<file path="src/rtl/step_motor_ctrl_p.sv">
// Stepper position controller: steps a 2-phase bipolar motor toward a signed target
// at a prescaled rate, in full- or half-step drive, with optional holding torque.
module step_motor_ctrl_p #(
  parameter int POS_W    = 14,
  parameter int DIV_W    = 19,
  parameter int STEP_DIV = 262144
) (
  input  logic                    clk,
  input  logic                    reset,
  input  logic                    en,
  input  logic                    load,
  input  logic signed [POS_W-1:0] target_in,
  input  logic                    home,
  input  logic                    half_mode,
  input  logic                    hold,
  output logic [3:0]              coils,
  output logic signed [POS_W-1:0] position,
  output logic                    busy,
  output logic                    done
);

  localparam logic [DIV_W-1:0]        LP_DIV_LAST = DIV_W'(STEP_DIV - 1);
  localparam logic signed [POS_W-1:0] LP_ONE      = POS_W'(1);
  localparam logic signed [POS_W-1:0] LP_ZERO     = '0;
  // Index parks one step behind p0 so the first step lands on p0 (half) or p1 (full).
  localparam logic [2:0]              LP_PHASE_RST = 3'd7;

  logic [DIV_W-1:0]        r_cnt;
  logic signed [POS_W-1:0] r_target;
  logic signed [POS_W-1:0] r_pos;
  logic [2:0]              r_phase;
  logic                    r_energised;
  logic                    r_done;
  logic [3:0]              r_coils;

  logic                    w_tick;
  logic                    w_at_target;
  logic                    w_fwd;
  logic                    w_step;
  logic                    w_idle;
  logic [2:0]              w_delta;
  logic [2:0]              w_phase_next;
  logic signed [POS_W-1:0] w_pos_next;
  logic signed [POS_W-1:0] w_target_next;

  function automatic logic [3:0] coil_lut(input logic [2:0] p);
    case (p)
      3'd0:    coil_lut = 4'b1000;
      3'd1:    coil_lut = 4'b1100;
      3'd2:    coil_lut = 4'b0100;
      3'd3:    coil_lut = 4'b0110;
      3'd4:    coil_lut = 4'b0010;
      3'd5:    coil_lut = 4'b0011;
      3'd6:    coil_lut = 4'b0001;
      default: coil_lut = 4'b1001;
    endcase
  endfunction

  assign w_tick        = en & (r_cnt == LP_DIV_LAST);
  assign w_at_target   = (r_pos == r_target);
  assign w_fwd         = (r_target > r_pos);
  assign w_step        = w_tick & ~w_at_target & ~home;
  assign w_idle        = w_at_target | ~en;
  assign w_target_next = load ? target_in : r_target;

  // Full-step moves from an even index go one slot, realigning onto two-coil phases.
  always_comb begin
    w_delta = 3'd0;
    if (half_mode)
      w_delta = w_fwd ? 3'd1 : 3'd7;
    else if (w_fwd)
      w_delta = r_phase[0] ? 3'd2 : 3'd1;
    else
      w_delta = r_phase[0] ? 3'd6 : 3'd7;
  end

  assign w_phase_next = w_step ? (r_phase + w_delta) : r_phase;

  always_comb begin
    w_pos_next = r_pos;
    if (home)
      w_pos_next = LP_ZERO;
    else if (w_step)
      w_pos_next = w_fwd ? (r_pos + LP_ONE) : (r_pos - LP_ONE);
  end

  always_ff @(posedge clk) begin
    if (reset) begin
      r_cnt       <= '0;
      r_target    <= '0;
      r_pos       <= '0;
      r_phase     <= LP_PHASE_RST;
      r_energised <= 1'b0;
      r_done      <= 1'b0;
      r_coils     <= 4'b0000;
    end else begin
      if (!en || r_cnt == LP_DIV_LAST)
        r_cnt <= '0;
      else
        r_cnt <= r_cnt + DIV_W'(1);
      r_target <= w_target_next;
      r_pos    <= w_pos_next;
      r_phase  <= w_phase_next;
      r_done   <= w_step & (w_pos_next == w_target_next);
      if (w_step) begin
        r_energised <= 1'b1;
        r_coils     <= coil_lut(w_phase_next);
      end else if (w_idle && !hold) begin
        r_energised <= 1'b0;
        r_coils     <= 4'b0000;
      end else begin
        r_coils <= r_energised ? coil_lut(r_phase) : 4'b0000;
      end
    end
  end

  assign coils    = r_coils;
  assign position = r_pos;
  assign busy     = en & ~w_at_target;
  assign done     = r_done;

endmodule
</file>
<file path="config.mk">
export PLATFORM = sky130hd
export DESIGN_NAME = step_motor_ctrl_p
export DESIGN_NICKNAME = d
export VERILOG_FILES = /design/src/rtl/step_motor_ctrl_p.sv
export SDC_FILE = /design/constraint.sdc
export NUM_CORES = 1
export LEC_CHECK = 0
export CORE_MARGIN = 5
export CORE_UTILIZATION = 61
export DETAILED_ROUTE_END_ITERATION = 6
export PLACE_DENSITY = 0.83
export SLEW_MARGIN = 0
export SYNTH_ARGS = -nofsm -noshare
export SYNTH_HDL_FRONTEND = slang
export SYNTH_SLANG_ARGS = --single-unit
export TNS_END_PERCENT = 20
</file>
<file path="constraint.sdc">
create_clock -name clk -period 7.8 [get_ports clk]
set_input_delay 1.56 -clock clk [delete_from_list [all_inputs] [get_ports clk]]
set_output_delay 1.56 -clock clk [all_outputs]
set_load 0.005 [all_outputs]
</file>
## Word-level counts from Yosys, hierarchy flattened

Cells that the tools add are included.
W data, S select, Z words.

- Add/subtract/negate cells: 4
- $mul: 0
- Divide/modulo/power cells: 0
- $lt $le $gt $ge: 1
- Equality and inequality tests: 15
- Shifts and indexed selects: 0
- Muxes and demuxes: 17
- Bitwise operators: 9
- Reduce and logical (&&, ||, !) cells: 8

Operators by type and width:

| operator | number |
|---|---|
| $mux W14 | 4 |
| $pmux W4 S7 | 2 |
| $eq A14 B14 Y1 | 2 |
| $add A19 B1 Y19 const B | 1 |
| $eq A19 B18 Y1 const B | 1 |
| $eq A3 B3 Y1 const B | 6 |
| $add A14 B2 Y14 const B | 1 |
| $gt A14 B14 Y1 | 1 |
| $sub A14 B2 Y14 const B | 1 |
| $eq A3 B2 Y1 const B | 4 |
| $mux W3 | 4 |
| $mux W4 | 3 |
| $eq A3 B1 Y1 const B | 2 |
| $logic_not A3 Y1 | 2 |
| $and A1 B1 Y1 | 5 |
| $add A3 B3 Y3 | 1 |
| $mux W1 | 3 |
| $not A1 Y1 | 3 |
| $logic_not A1 Y1 | 2 |
| $mux W2 | 1 |
| $reduce_bool A2 Y1 | 1 |
| $reduce_or A2 Y1 | 1 |
| $logic_and A1 B1 Y1 | 1 |
| $logic_or A1 B1 Y1 | 1 |
| $or A1 B1 Y1 | 1 |

- Register bits after elaboration: 56
- Bits in latches: 0
- Memory bits (writable): 0
- ROM bits: 0
- Bits of input ports: 21
- Memories kept: 0

## Logic depth before layout (Yosys ltp)

- Depth after elaboration: 8
- Depth in mapped cells: 19

## Worst setup path before layout

OpenSTA, ideal clock, no wires.

- Path kind: register to register
- Start: register r_pos[13] (netlist: position[13])
- End: register r_done (netlist: done)
- Setup time: 0.103 ns
- Arrival time: 4.212 ns
- Path slack: 3.485 ns
- Cell stages (with the launch flop): 18
- Buffers on the path: 0
- Cells stage by stage: dfxtp_1 inv_1 ha_1 nand4_2 or4_1 inv_1 nor2_2 inv_1 ha_1 a21o_1 a211o_1 o22ai_1 o21ai_0 a211oi_2 xor2_1 nor4_1 o311ai_1 a2111oi_2

- Word-level cells in the longest chain between the ends: 8
- Elaborated cells on any way between the ends: 12
- Those cells by class: 2 x add/sub; 1 x order compare; 2 x eq/ne; 3 x mux; 4 x bitwise

RTL lines:

| item | line | text |
|---|---|---|
| start, declared | 30 | `logic signed [POS_W-1:0] r_pos;` |
| start signal, assigned | 102 | `r_pos <= w_pos_next;` |
| parallel branches: the longest is 7 deep, another holds $sub A14 B2 Y14 | -- |  |
| $and A1 B1 Y1 * | 104 | `r_done <= w_step & (w_pos_next == w_target_next);` |
| end signal, assigned | 104 |  |
| end, declared | 33 | `logic r_done;` |

Mark *: on every way between the ends.
A chain may end at the register's enable or synchronous reset.

## Final worst setup path

Ends and elaborated chain as after synthesis.

==> flow_metrics.env <==
export IMPL_p_per_area_nw_per_um2=148.8
export IMPL_cpMaxStageDelayCell="or4_1"
export IMPL_diodes=0
export IMPL_clkPwrFrac_pct=26.2
export IMPL_die_h_um=87.96
export IMPL_hpwl_mm=6.489
export IMPL_dieArea_sq_um=7737
export IMPL_p_leak_nw=1.685
export IMPL_worstMarginPinSlew_ns=1.185
export IMPL_design_area_sq_um=4229
export IMPL_synth_edff_count=0
export IMPL_grt_pass1_vias=3012
export IMPL_critical_path_max_stage_delay_ns=0.64
export IMPL_drive_above_1_share_pct=6.183
export IMPL_post_cts_resized=0
export IMPL_cp_data_required_time_ns=8.02
export IMPL_hp_class="reg -> reg"
export IMPL_switchingPower_w=0.0002044
export IMPL_min_period_ns=5.348
export IMPL_filler_cell_count=473
export IMPL_combinationalPowerShare_pct=26.6
export IMPL_max_cap_viol_count=0
export IMPL_grt_max_degree=26
export IMPL_placed_area_sq_um=4140
export IMPL_synth_seq_cells=56
export IMPL_firstDrtPassIters=4
export IMPL_cp_end_kind="flop"
export IMPL_postLayoutCoreUtil_pct=71.43
export IMPL_report_power_total_w=0.0006291
export IMPL_grt_setup_unrepaired="no"
export IMPL_cts_max_level=2
export IMPL_gr_total_overflow=0
export IMPL_synth_top_area_share_pct=30.24
export IMPL_core_area_sq_um=5921
export IMPL_fin_cells=544
export IMPL_clock_sinks=56
export IMPL_placedCellCount=536
export IMPL_synth_top_cell_by_area="dfxtp_1"
export IMPL_first_iter_violations=151
export IMPL_nets=519
export IMPL_ys_flop_type="dfxtp_1"
export IMPL_setup_tns_final_ns=0
export IMPL_cts_root_buf="clkbuf_8"
export IMPL_numCtsBuffers=5
export IMPL_clk_pin_slew_ns=0.11
export IMPL_relSlewSlack_pct=20.59
export IMPL_setup_viol=0
export IMPL_gp_congestion=0.9124
export IMPL_route_detailed_drc=0
export IMPL_io_pins=41
export IMPL_clock_latency_ns=0.32
export IMPL_routedWlPerCell_um=15.74
export IMPL_clock_skew_ns=0.007171
export IMPL_yosysWarnings=0
export IMPL_cts_tree="built"
export IMPL_outcome="complete, no violations"
export IMPL_drt_antenna_violating_nets=0
export IMPL_peakVddDrop_v=0.00009836
export IMPL_synth_fp_nets=486
export IMPL_avgSynthCellArea_sq_um=8.523
export IMPL_async_reset_ff_share_pct=0
export IMPL_final_hold_violation_count=0
export IMPL_viasPerCell=5.869
export IMPL_vias=3193
export IMPL_startpoint_type="flop"
export IMPL_post_cts_setup_buffers=0
export IMPL_rows=28
export IMPL_mostFrequentLayoutCells="nor2_1 (68), dfxtp_1 (56), clkdlybuf4s50_1 (40), ha_1 (28), a21oi_1 (27)"
export IMPL_max_freq_mhz=187.0
export IMPL_synthesis_area_sq_um=3707
export IMPL_hold_buffers=0
export IMPL_clockBufferDepth=2
export IMPL_ys_types=61
export IMPL_synth_area_leaders="dfxtp_1 (30%), ha_1 (9.4%), nor2_1 (6.9%)"
export IMPL_switching_share_pct=32.49
export IMPL_port_buffers=40
export IMPL_maxSlewViolCount=0
export IMPL_grt_use_total_pct=22.95
export IMPL_routed_wl_mm=8.564
export IMPL_synth_cells=435
export IMPL_final_common_cell="nor2_1"
export IMPL_finalCritPeriodShare_pct=68.56
export IMPL_antenna_found_initial=0
export IMPL_path_class="reg -> reg"
export IMPL_area_growth_pct=14.07
export IMPL_crit_path_frequent_cell="inv_1"
export IMPL_path_cells="inv_1, ha_1, nand4_2, or4_1, inv_1, nor2_2, inv_1, ha_1, a21o_1, a211o_1, o22ai_1, xor2_1, a211oi_1, xnor2_1, nor4_1, o311ai_1, a2111oi_2"
export IMPL_synth_seq_area_share_pct=30.24
export IMPL_pwr_share_seq_pct=47.2
export IMPL_start_util_pct=62.62
export IMPL_grt_pass1_wl_mm=13.97
export IMPL_critPathArrivalTime_ns=5.57
export IMPL_p_int_w=0.0004247
export IMPL_worstPathMaxFanout=17
export IMPL_die_x_um=87.96
[path summary, 6_finish.rpt]
path,from,to,slack (ns),cells after the start
max,position[13]$_SDFF_PP0_,done$_SDFF_PP0_,2.45,17
min,r_cnt[0]$_SDFF_PP0_,r_cnt[0]$_SDFF_PP0_,0.45,1
max reg2reg,position[13]$_SDFF_PP0_,done$_SDFF_PP0_,2.45,17
min reg2reg,r_cnt[0]$_SDFF_PP0_,r_cnt[0]$_SDFF_PP0_,0.45,1
[through the flow]
step / hold slack, ns / setup slack [ns]
6_report: 0.4460 / 2.452
5_1_grt: 0.4742 / 2.117
4_1_cts: 0.4518 / 2.470
3_5_place_dp: 0.4359 / 2.494
3_3_place_gp: 0.4245 / 2.663
2_1_floorplan: 0.4132 / 3.485
[cells by family (layout without fill, tap and decap cells)]
logic type / count (synthesis) / in the layout / share of synthesized area, %
XOR/XNOR: 34 / 34 / 8.033
AND/OR/NAND/NOR: 166 / 166 / 23.29
AO/OA/AOI/OAI: 87 / 87 / 17.52
multiplexers: 21 / 21 / 5.805
adder cells (fa/ha/maj): 30 / 30 / 10.53
buffers and inverters: 41 / 75 / 4.590
flip-flops: 56 / 56 / 30.24
[worst max-delay path: cells and delay by family (launching register included)]
kind | cells | cell delay [ns]
compound gates | 6 | 1.74
fa+ha+maj | 2 | 0.78
simple gates | 4 | 1.29
buf+inv | 3 | 0.72
flops | 1 | 0.43
xor+xnor | 2 | 0.27
[routing by layer]
| layer | track usage [%] | part of all wire [%] | vias to the layer above |
|---|---|---|---|
| met2 | 39.04 | 47 | 71 |
| met3 | 4.139 | 4.8 | 10 |
| met5 | 0 | 0 | - |
| li1 | - | - | 1610 |
| met1 | 29.48 | 47 | 1502 |
| met4 | 7.113 | 1.4 | 0 |
[cell usage after synthesis, types with 5 or more instances]
library cell,n
nor2_1,68
dfxtp_1,56
ha_1,28
a21oi_1,27
inv_1,25
nand2_1,25
xor2_1,21
mux2i_1,17
xnor2_1,13
nand4_1,12
clkbuf_1,10
nand3_1,10
o21ai_0,9
nor2b_1,7
a211oi_1,5
a21o_1,5
and3_1,5
o21a_1,5
[flip-flops by register name (all words and copies together), names as in the netlist]
name / count
r_energised: 1
r_phase: 3
r_cnt: 19
r_target: 14
done: 1
position: 14
coils: 4
[power by group through the flow]
stage | clock network (W) | registers (W) | logic [W]
CTS | 0.000171 | 0.000297 | 0.000166
finish | 0.000165 | 0.000297 | 0.000167
detailed placement | 0 | 0.000303 | 0.000166
global route | 0.000183 | 0.000298 | 0.000184
global placement | 0 | 0.000303 | 0.000159
floorplan | 0 | 0.000300 | 0.000128
[cell type report]
cell class                      instances  area (sq um)  area share [%]
Timing Repair Buffer                   42         415.4           9.822
Clock buffer                            6         72.57           1.716
Inverter                               25         93.84           2.219
Multi-Input combinational cell        338          2416           57.13
Clock inverter                          2         16.27          0.3846
Sequential cell                        56          1121           26.51
Tap cell                               75         93.84           2.219
No activity file was read; power rests on OpenSTA's default activity.
